## src/rtl/csr_pkg.sv

```systemverilog
// csr_pkg: shared constants for the machine-mode CSR unit.
//   - CSR addresses (mstatus, mtvec, mscratch, mepc, mcause, counters)
//   - SYSTEM funct3 operation codes and privileged-instruction immediates
//   - trap cause codes
//   - FSM state enum for the trap sequencer
package csr_pkg;

    // CSR addresses
    localparam logic [11:0] CSR_MSTATUS   = 12'h300;
    localparam logic [11:0] CSR_MTVEC     = 12'h305;
    localparam logic [11:0] CSR_MSCRATCH  = 12'h340;
    localparam logic [11:0] CSR_MEPC      = 12'h341;
    localparam logic [11:0] CSR_MCAUSE    = 12'h342;
    localparam logic [11:0] CSR_MCYCLE    = 12'hB00;
    localparam logic [11:0] CSR_MINSTRET  = 12'hB02;
    localparam logic [11:0] CSR_MCYCLEH   = 12'hB80;
    localparam logic [11:0] CSR_MINSTRETH = 12'hB82;

    // Privileged instructions (funct3 = 000), selected by instr[31:20]
    localparam logic [11:0] PRIV_ECALL = 12'h000;
    localparam logic [11:0] PRIV_MRET  = 12'h302;

    // funct3 codes; bit 2 selects the immediate form, bits [1:0] the operation
    localparam logic [2:0] F3_PRIV  = 3'b000;
    localparam logic [2:0] F3_RW    = 3'b001;
    localparam logic [2:0] F3_RS    = 3'b010;
    localparam logic [2:0] F3_RC    = 3'b011;
    localparam logic [2:0] F3_RWI   = 3'b101;
    localparam logic [2:0] F3_RSI   = 3'b110;
    localparam logic [2:0] F3_RCI   = 3'b111;
    localparam logic [1:0] OP_RW    = 2'b01;
    localparam logic [1:0] OP_RS    = 2'b10;
    localparam logic [1:0] OP_RC    = 2'b11;

    // Trap cause codes
    localparam logic [3:0] CAUSE_ECALL_M = 4'd11;

    // Trap sequencer state
    typedef enum logic {
        ST_RUN  = 1'b0,
        ST_TRAP = 1'b1
    } csr_state_e;

endpackage

```

## src/rtl/csr_counters.sv

```systemverilog
// csr_counters: 64-bit mcycle and minstret counters.
//   clk, rst_n   : clock, asynchronous active-low reset
//   retire       : one instruction retired this cycle
//   wr_en        : CSR write strobe from the CSR unit
//   wr_addr      : CSR address of the write
//   wr_data      : 32-bit value for the addressed half
//   mcycle       : cycle counter
//   minstret     : retired-instruction counter
// A write to either half replaces that half and suppresses the increment of
// that counter for the cycle; the other half holds. The 64-bit add carries
// from the low to the high half and wraps from all-ones to zero.
module csr_counters
    import csr_pkg::*;
(
    input  logic        clk,
    input  logic        rst_n,
    input  logic        retire,
    input  logic        wr_en,
    input  logic [11:0] wr_addr,
    input  logic [31:0] wr_data,
    output logic [63:0] mcycle,
    output logic [63:0] minstret
);

    logic [63:0] mcycle_reg, mcycle_next;
    logic [63:0] minstret_reg, minstret_next;

    always_comb begin
        mcycle_next   = mcycle_reg + 64'd1;
        minstret_next = minstret_reg + {63'd0, retire};
        if (wr_en) begin
            case (wr_addr)
                CSR_MCYCLE:    mcycle_next   = {mcycle_reg[63:32], wr_data};
                CSR_MCYCLEH:   mcycle_next   = {wr_data, mcycle_reg[31:0]};
                CSR_MINSTRET:  minstret_next = {minstret_reg[63:32], wr_data};
                CSR_MINSTRETH: minstret_next = {wr_data, minstret_reg[31:0]};
                default: ;
            endcase
        end
    end

    always_ff @(posedge clk or negedge rst_n) begin
        if (!rst_n) begin
            mcycle_reg   <= '0;
            minstret_reg <= '0;
        end else begin
            mcycle_reg   <= mcycle_next;
            minstret_reg <= minstret_next;
        end
    end

    assign mcycle   = mcycle_reg;
    assign minstret = minstret_reg;

endmodule

```

## src/rtl/csr_unit.sv

```systemverilog
// csr_unit: machine-mode CSR file with ecall/mret trap sequencing.
//   clk, rst_n  : clock, asynchronous active-low reset
//   csr_valid   : SYSTEM instruction in execute
//   funct3      : CSR operation / privileged (000)
//   csr_addr    : CSR address, or ecall/mret selector for funct3=000
//   rs1_data    : register source operand
//   zimm        : rs1 index / 5-bit immediate
//   pc          : PC of the execute-stage instruction
//   retire      : one instruction retired this cycle
//   csr_rdata   : old value of the addressed CSR (0 if unimplemented)
//   redirect    : pipeline redirect request
//   redirect_pc : redirect target
//   stall       : hold the front end
//   illegal     : unimplemented CSR accessed
// Optional feature macro CSR_COUNTERS_EN adds mcycle/minstret (B00/B80,
// B02/B82); without it those addresses are illegal.
module csr_unit
    import csr_pkg::*;
#(
    parameter int              XLEN      = 32,
    parameter logic [XLEN-1:0] MTVEC_RST = 'h100
) (
    input  logic            clk,
    input  logic            rst_n,
    input  logic            csr_valid,
    input  logic [2:0]      funct3,
    input  logic [11:0]     csr_addr,
    input  logic [XLEN-1:0] rs1_data,
    input  logic [4:0]      zimm,
    input  logic [XLEN-1:0] pc,
    input  logic            retire,
    output logic [XLEN-1:0] csr_rdata,
    output logic            redirect,
    output logic [XLEN-1:0] redirect_pc,
    output logic            stall,
    output logic            illegal
);

    csr_state_e      state_reg, state_next;
    logic            mie_reg, mpie_reg;
    logic [XLEN-1:0] mtvec_reg, mepc_reg, mcause_reg, mscratch_reg;

    logic            active, is_priv, do_ecall, do_mret, is_csr_op;
    logic            addr_hit, csr_we;
    logic [XLEN-1:0] old_val, src_val, wr_val;

    // pc[0] is never stored (mepc is halfword aligned); retire only feeds counters.
    logic unused_bits;
    assign unused_bits = ^{pc[0], retire};

    // Instructions are ignored while the trap cycle is in flight; gating with
    // rst_n keeps illegal/stall/redirect low for the whole reset window.
    assign active    = rst_n && csr_valid && (state_reg == ST_RUN);
    assign is_priv   = (funct3 == F3_PRIV);
    assign do_ecall  = active && is_priv && (csr_addr == PRIV_ECALL);
    assign do_mret   = active && is_priv && (csr_addr == PRIV_MRET);
    assign is_csr_op = active && (funct3[1:0] != 2'b00);

`ifdef CSR_COUNTERS_EN
    logic [63:0] mcycle, minstret;

    csr_counters u_counters (
        .clk      (clk),
        .rst_n    (rst_n),
        .retire   (retire),
        .wr_en    (csr_we),
        .wr_addr  (csr_addr),
        .wr_data  (wr_val[31:0]),
        .mcycle   (mcycle),
        .minstret (minstret)
    );
`endif

    // Read mux: unimplemented addresses read as zero.
    always_comb begin
        addr_hit = 1'b1;
        old_val  = '0;
        case (csr_addr)
            CSR_MSTATUS:   old_val = XLEN'({mpie_reg, 3'b000, mie_reg, 3'b000});
            CSR_MTVEC:     old_val = mtvec_reg;
            CSR_MSCRATCH:  old_val = mscratch_reg;
            CSR_MEPC:      old_val = mepc_reg;
            CSR_MCAUSE:    old_val = mcause_reg;
`ifdef CSR_COUNTERS_EN
            CSR_MCYCLE:    old_val = XLEN'(mcycle[31:0]);
            CSR_MCYCLEH:   old_val = XLEN'(mcycle[63:32]);
            CSR_MINSTRET:  old_val = XLEN'(minstret[31:0]);
            CSR_MINSTRETH: old_val = XLEN'(minstret[63:32]);
`endif
            default:       addr_hit = 1'b0;
        endcase
    end

    assign csr_rdata = old_val;
    assign illegal   = is_csr_op && !addr_hit;
    assign src_val   = funct3[2] ? XLEN'(zimm) : rs1_data;

    always_comb begin
        case (funct3[1:0])
            OP_RW:   wr_val = src_val;
            OP_RS:   wr_val = old_val | src_val;
            default: wr_val = old_val & ~src_val;
        endcase
    end

    // Set/clear forms with zimm==0 (x0 or immediate 0) never write.
    assign csr_we = is_csr_op && addr_hit && ((funct3[1:0] == OP_RW) || (zimm != 5'd0));

    // FSM: state register
    always_ff @(posedge clk or negedge rst_n) begin
        if (!rst_n) state_reg <= ST_RUN;
        else        state_reg <= state_next;
    end

    // FSM: next state; TRAP always lasts a single cycle
    always_comb begin
        state_next = state_reg;
        case (state_reg)
            ST_RUN:  if (do_ecall) state_next = ST_TRAP;
            ST_TRAP: state_next = ST_RUN;
            default: state_next = ST_RUN;
        endcase
    end

    // FSM: outputs. Redirect targets come from the current register values,
    // so a same-cycle write to mepc/mtvec cannot affect them.
    always_comb begin
        stall       = 1'b0;
        redirect    = 1'b0;
        redirect_pc = mepc_reg;
        if (state_reg == ST_TRAP) begin
            stall       = 1'b1;
            redirect    = 1'b1;
            redirect_pc = mtvec_reg;
        end else if (do_ecall) begin
            stall = 1'b1;
        end else if (do_mret) begin
            redirect = 1'b1;
        end
    end

    // CSR state
    always_ff @(posedge clk or negedge rst_n) begin
        if (!rst_n) begin
            mie_reg      <= 1'b0;
            mpie_reg     <= 1'b0;
            mtvec_reg    <= {MTVEC_RST[XLEN-1:2], 2'b00};
            mepc_reg     <= '0;
            mcause_reg   <= '0;
            mscratch_reg <= '0;
        end else if (do_ecall) begin
            mepc_reg   <= {pc[XLEN-1:1], 1'b0};
            mcause_reg <= XLEN'(CAUSE_ECALL_M);
            mpie_reg   <= mie_reg;
            mie_reg    <= 1'b0;
        end else if (do_mret) begin
            mie_reg  <= mpie_reg;
            mpie_reg <= 1'b1;
        end else if (csr_we) begin
            case (csr_addr)
                CSR_MSTATUS: begin
                    mie_reg  <= wr_val[3];
                    mpie_reg <= wr_val[7];
                end
                CSR_MTVEC:    mtvec_reg    <= {wr_val[XLEN-1:2], 2'b00};
                CSR_MSCRATCH: mscratch_reg <= wr_val;
                CSR_MEPC:     mepc_reg     <= {wr_val[XLEN-1:1], 1'b0};
                CSR_MCAUSE:   mcause_reg   <= wr_val;
                default: ;
            endcase
        end
    end

endmodule
```

## config.mk

```make
export PLATFORM = sky130hd
export DESIGN_NAME = csr_unit
export DESIGN_NICKNAME = d
export VERILOG_FILES = /design/src/rtl/csr_pkg.sv /design/src/rtl/csr_counters.sv /design/src/rtl/csr_unit.sv
export SDC_FILE = /design/constraint.sdc
export NUM_CORES = 1
export LEC_CHECK = 0
export CORE_MARGIN = 2
export CORE_UTILIZATION = 57
export DETAILED_ROUTE_END_ITERATION = 16
export PLACE_DENSITY_LB_ADDON = 0.05
export SYNTH_ARGS = -nofsm -noshare
export SYNTH_HDL_FRONTEND = slang
export SYNTH_SLANG_ARGS = --single-unit
export TNS_END_PERCENT = 1
```

## constraint.sdc

```tcl
create_clock -name clk -period 7.48 [get_ports clk]
set_input_delay 1.496 -clock clk [delete_from_list [all_inputs] [get_ports clk]]
set_output_delay 1.496 -clock clk [all_outputs]
set_load 0.01 [all_outputs]
```

==> flow_summary.json <==
{
  "gp_congestion": 0.796,
  "cts_tree": "built",
  "finalMaxSlewViolations": 0,
  "outcome": "completed",
  "synth-seq-area-share": 0.396,
  "p_leak_nw": 4.22,
  "cp.arrival_ns": 4.37,
  "ant_nets": 0,
  "antenna_found_initial": 0,
  "start_util": 0.583,
  "crit_type": "input pin to output port",
  "ctsResizeCount": 0,
  "syn_avg_cell_area_um2": 8.73,
  "routedWlPerCell_um": 19.7,
  "drt-total-wl_um": 24300,
  "drcViolationCount": 0,
  "insertion_delay_ns": 0.42,
  "cts_buffers": 17,
  "final_hold_viol_count": 0,
  "max_slew.worst_pin.slew_ns": 0.990,
  "die-area_um2": 15200,
  "cts.sinks": 128,
  "multi_input_area_um2": 4520,
  "hold_path_class": "flip-flop to flip-flop",
  "skew_ns": 0.00844,
  "cts_buffer_depth": 2,
  "synth_most_common_cell": "dfrtp_1",
  "grtUsageTotal": 0.327,
  "synth_fp_nets": 1019,
  "viasPerCell": 6.32,
  "synthesis.area_um2": 8100,
  "worstSetupEndpointType": "output port",
  "grt_pass1_vias": 7470,
  "ff_latch_area_um2": 3210,
  "synth_top_area_cell": "dfrtp_1",
  "cts_hold_buf": 0,
  "fin_cells": 1230,
  "h-tree-depth": 4,
  "worstHoldEndpoint": "mscratch_reg[21]",
  "clk_pin_slew_ns": 0.06,
  "nFillCells": 1077,
  "drive_gt1_frac": 0.117,
  "grt.overflow.total": 0,
  "cts_root_buf": "clkbuf_16",
  "cap_violations": 0,
  "hp-start": "mscratch_reg[21]",
  "synth_top_flop_cell": "dfrtp_1",
  "period_needed_ns": 5.86,
  "dp_cells": 1198,
  "ys_types": 57,
  "synth_edf_count": 0,
  "first_pass_iters": 6,
  "rows": 43,
  "reg2reg_depth": 6,
  "final_nets": 1128,
  "setup_viol": 0,
  "rrSetupSlack_ns": 3.97,
  "dr_total_vias": 7778,
  "io_pins": 155,
  "p_per_area_nw_per_um2": 170,
  "portBuffers": 151,
  "hold_depth": 2,
  "r2r_start": "state_reg",
  "die_w_um": 123,
  "synthArstFlopShare": 1.00,
  "die_h_um": 123,
  "grt_pass1_wl_um": 38400,
  "synth_common_cells": "127 x dfrtp_1, 100 x nand2_1, 99 x nor2_1",
  "start_kind": "input pin",
  "fin_tns_setup_ns": 0,
  "ys_seq_elements": 128,
  "synth_area_leaders": "dfrtp_1 39%, a22o_1 5.5%, o21ai_0 4.9%",
  "post-dp-hpwl_um": 14300,
  "cp.required_ns": 5.98,
  "drtIter0Drc": 654,
  "syn2layout_area_growth_pct": 26.3,
  "diodes": 0,
  "grt_setup_unrepaired": "no",
  "postCtsSetupRepairBufs": 0,
  "finish.utilization": 0.737,
  "syn-instance-count": 928,
  "grt_max_degree": 83,
  "synth_top_area_share": 0.392,
  "synth_warnings": 0,
  "fmax_mhz": 171,
  "r2r-end": "mscratch_reg[20]",
  "critPathMaxFanout": 52,
  "core_um2": 13900,
  "ir_worst_vdd_mv": 0.145,
  "post-route-period-util": 0.784,
  "timing.slew.headroom": 0.340
}
==> cell usage in the layout (no fill, tap or decap), drive strengths merged, types with 6 or more instances in the layout <==
master	count
o21ai	103
nand2	100
mux2	33
a22o	51
a21oi	55
nand3	32
nand2b	31
mux2i	38
clkbuf	18
o2bb2ai	28
buf	21
clkdlybuf4s50	148
dfrtp	127
and3	31
inv	6
nor2	101
o31ai	25
a31oi	31
==> logic make-up (layout without fill, tap and decap cells) <==
family	after synthesis	after routing	share of synthesized area
AND/OR/NAND/NOR	331	331	0.198
buffers and inverters	84	206	0.0491
flip-flops	128	128	0.396
AO/OA/AOI/OAI	309	309	0.258
multiplexers	71	71	0.0929
adder cells (fa/ha/maj)	4	4	0.00587
other	1	1	0.000463
==> final cells by class <==
class / count / share of cell area
Sequential cell: 128 / 0.313
Tap cell: 180 / 0.0220
Timing Repair Buffer: 169 / 0.160
Inverter: 5 / 0.00184
Clock buffer: 18 / 0.0420
Multi-Input combinational cell: 716 / 0.442
Clock inverter: 14 / 0.0186
==> report_power, final <==
group          total (mW)  switching [mW]  internal (mW)
logic               0.165          0.0949         0.0705
clock network       0.878           0.321          0.557
registers           0.693        0.000211          0.693
==> worst max-delay path: stages <==
cell	delay [ns]
clkdlybuf4s50_1	0.43
nand4bb_1	0.67
nor3_4	0.34
buf_4	0.56
a22o_1	0.28
clkdlybuf4s50_1	0.55
==> worst max-delay path by stage <==
stage	from	endpoint
2_1_floorplan	csr_addr[5]	csr_rdata[10]
3_3_place_gp	csr_addr[6]	csr_rdata[31]
3_5_place_dp	csr_addr[10]	csr_rdata[31]
4_1_cts	csr_addr[10]	csr_rdata[31]
5_1_grt	csr_addr[10]	csr_rdata[7]
6_report	csr_addr[10]	csr_rdata[20]
==> through the flow <==
stage	total power [mW]	setup WS [ns]	instance area [µm²]	hold WS [ns]
5_1_grt	1.78	1.45	10200	0.498
6_report	1.74	1.62	10200	0.479
3_5_place_dp	0.868	1.63	9610	0.470
3_3_place_gp	0.866	1.66	9610	0.460
4_1_cts	1.74	1.63	10200	0.482
2_1_floorplan	0.784	2.93	8100	0.449
==> metal layers <==
layer / global-route usage / share of wire / up-vias
met5: 0 / 0 / -
met4: 0.114 / 0.016 / 0
met3: 0.0512 / 0.079 / 35
met2: 0.541 / 0.49 / 413
met1: 0.438 / 0.42 / 3722
li1: - / - / 3608
(Power assumes the default switching activity.)
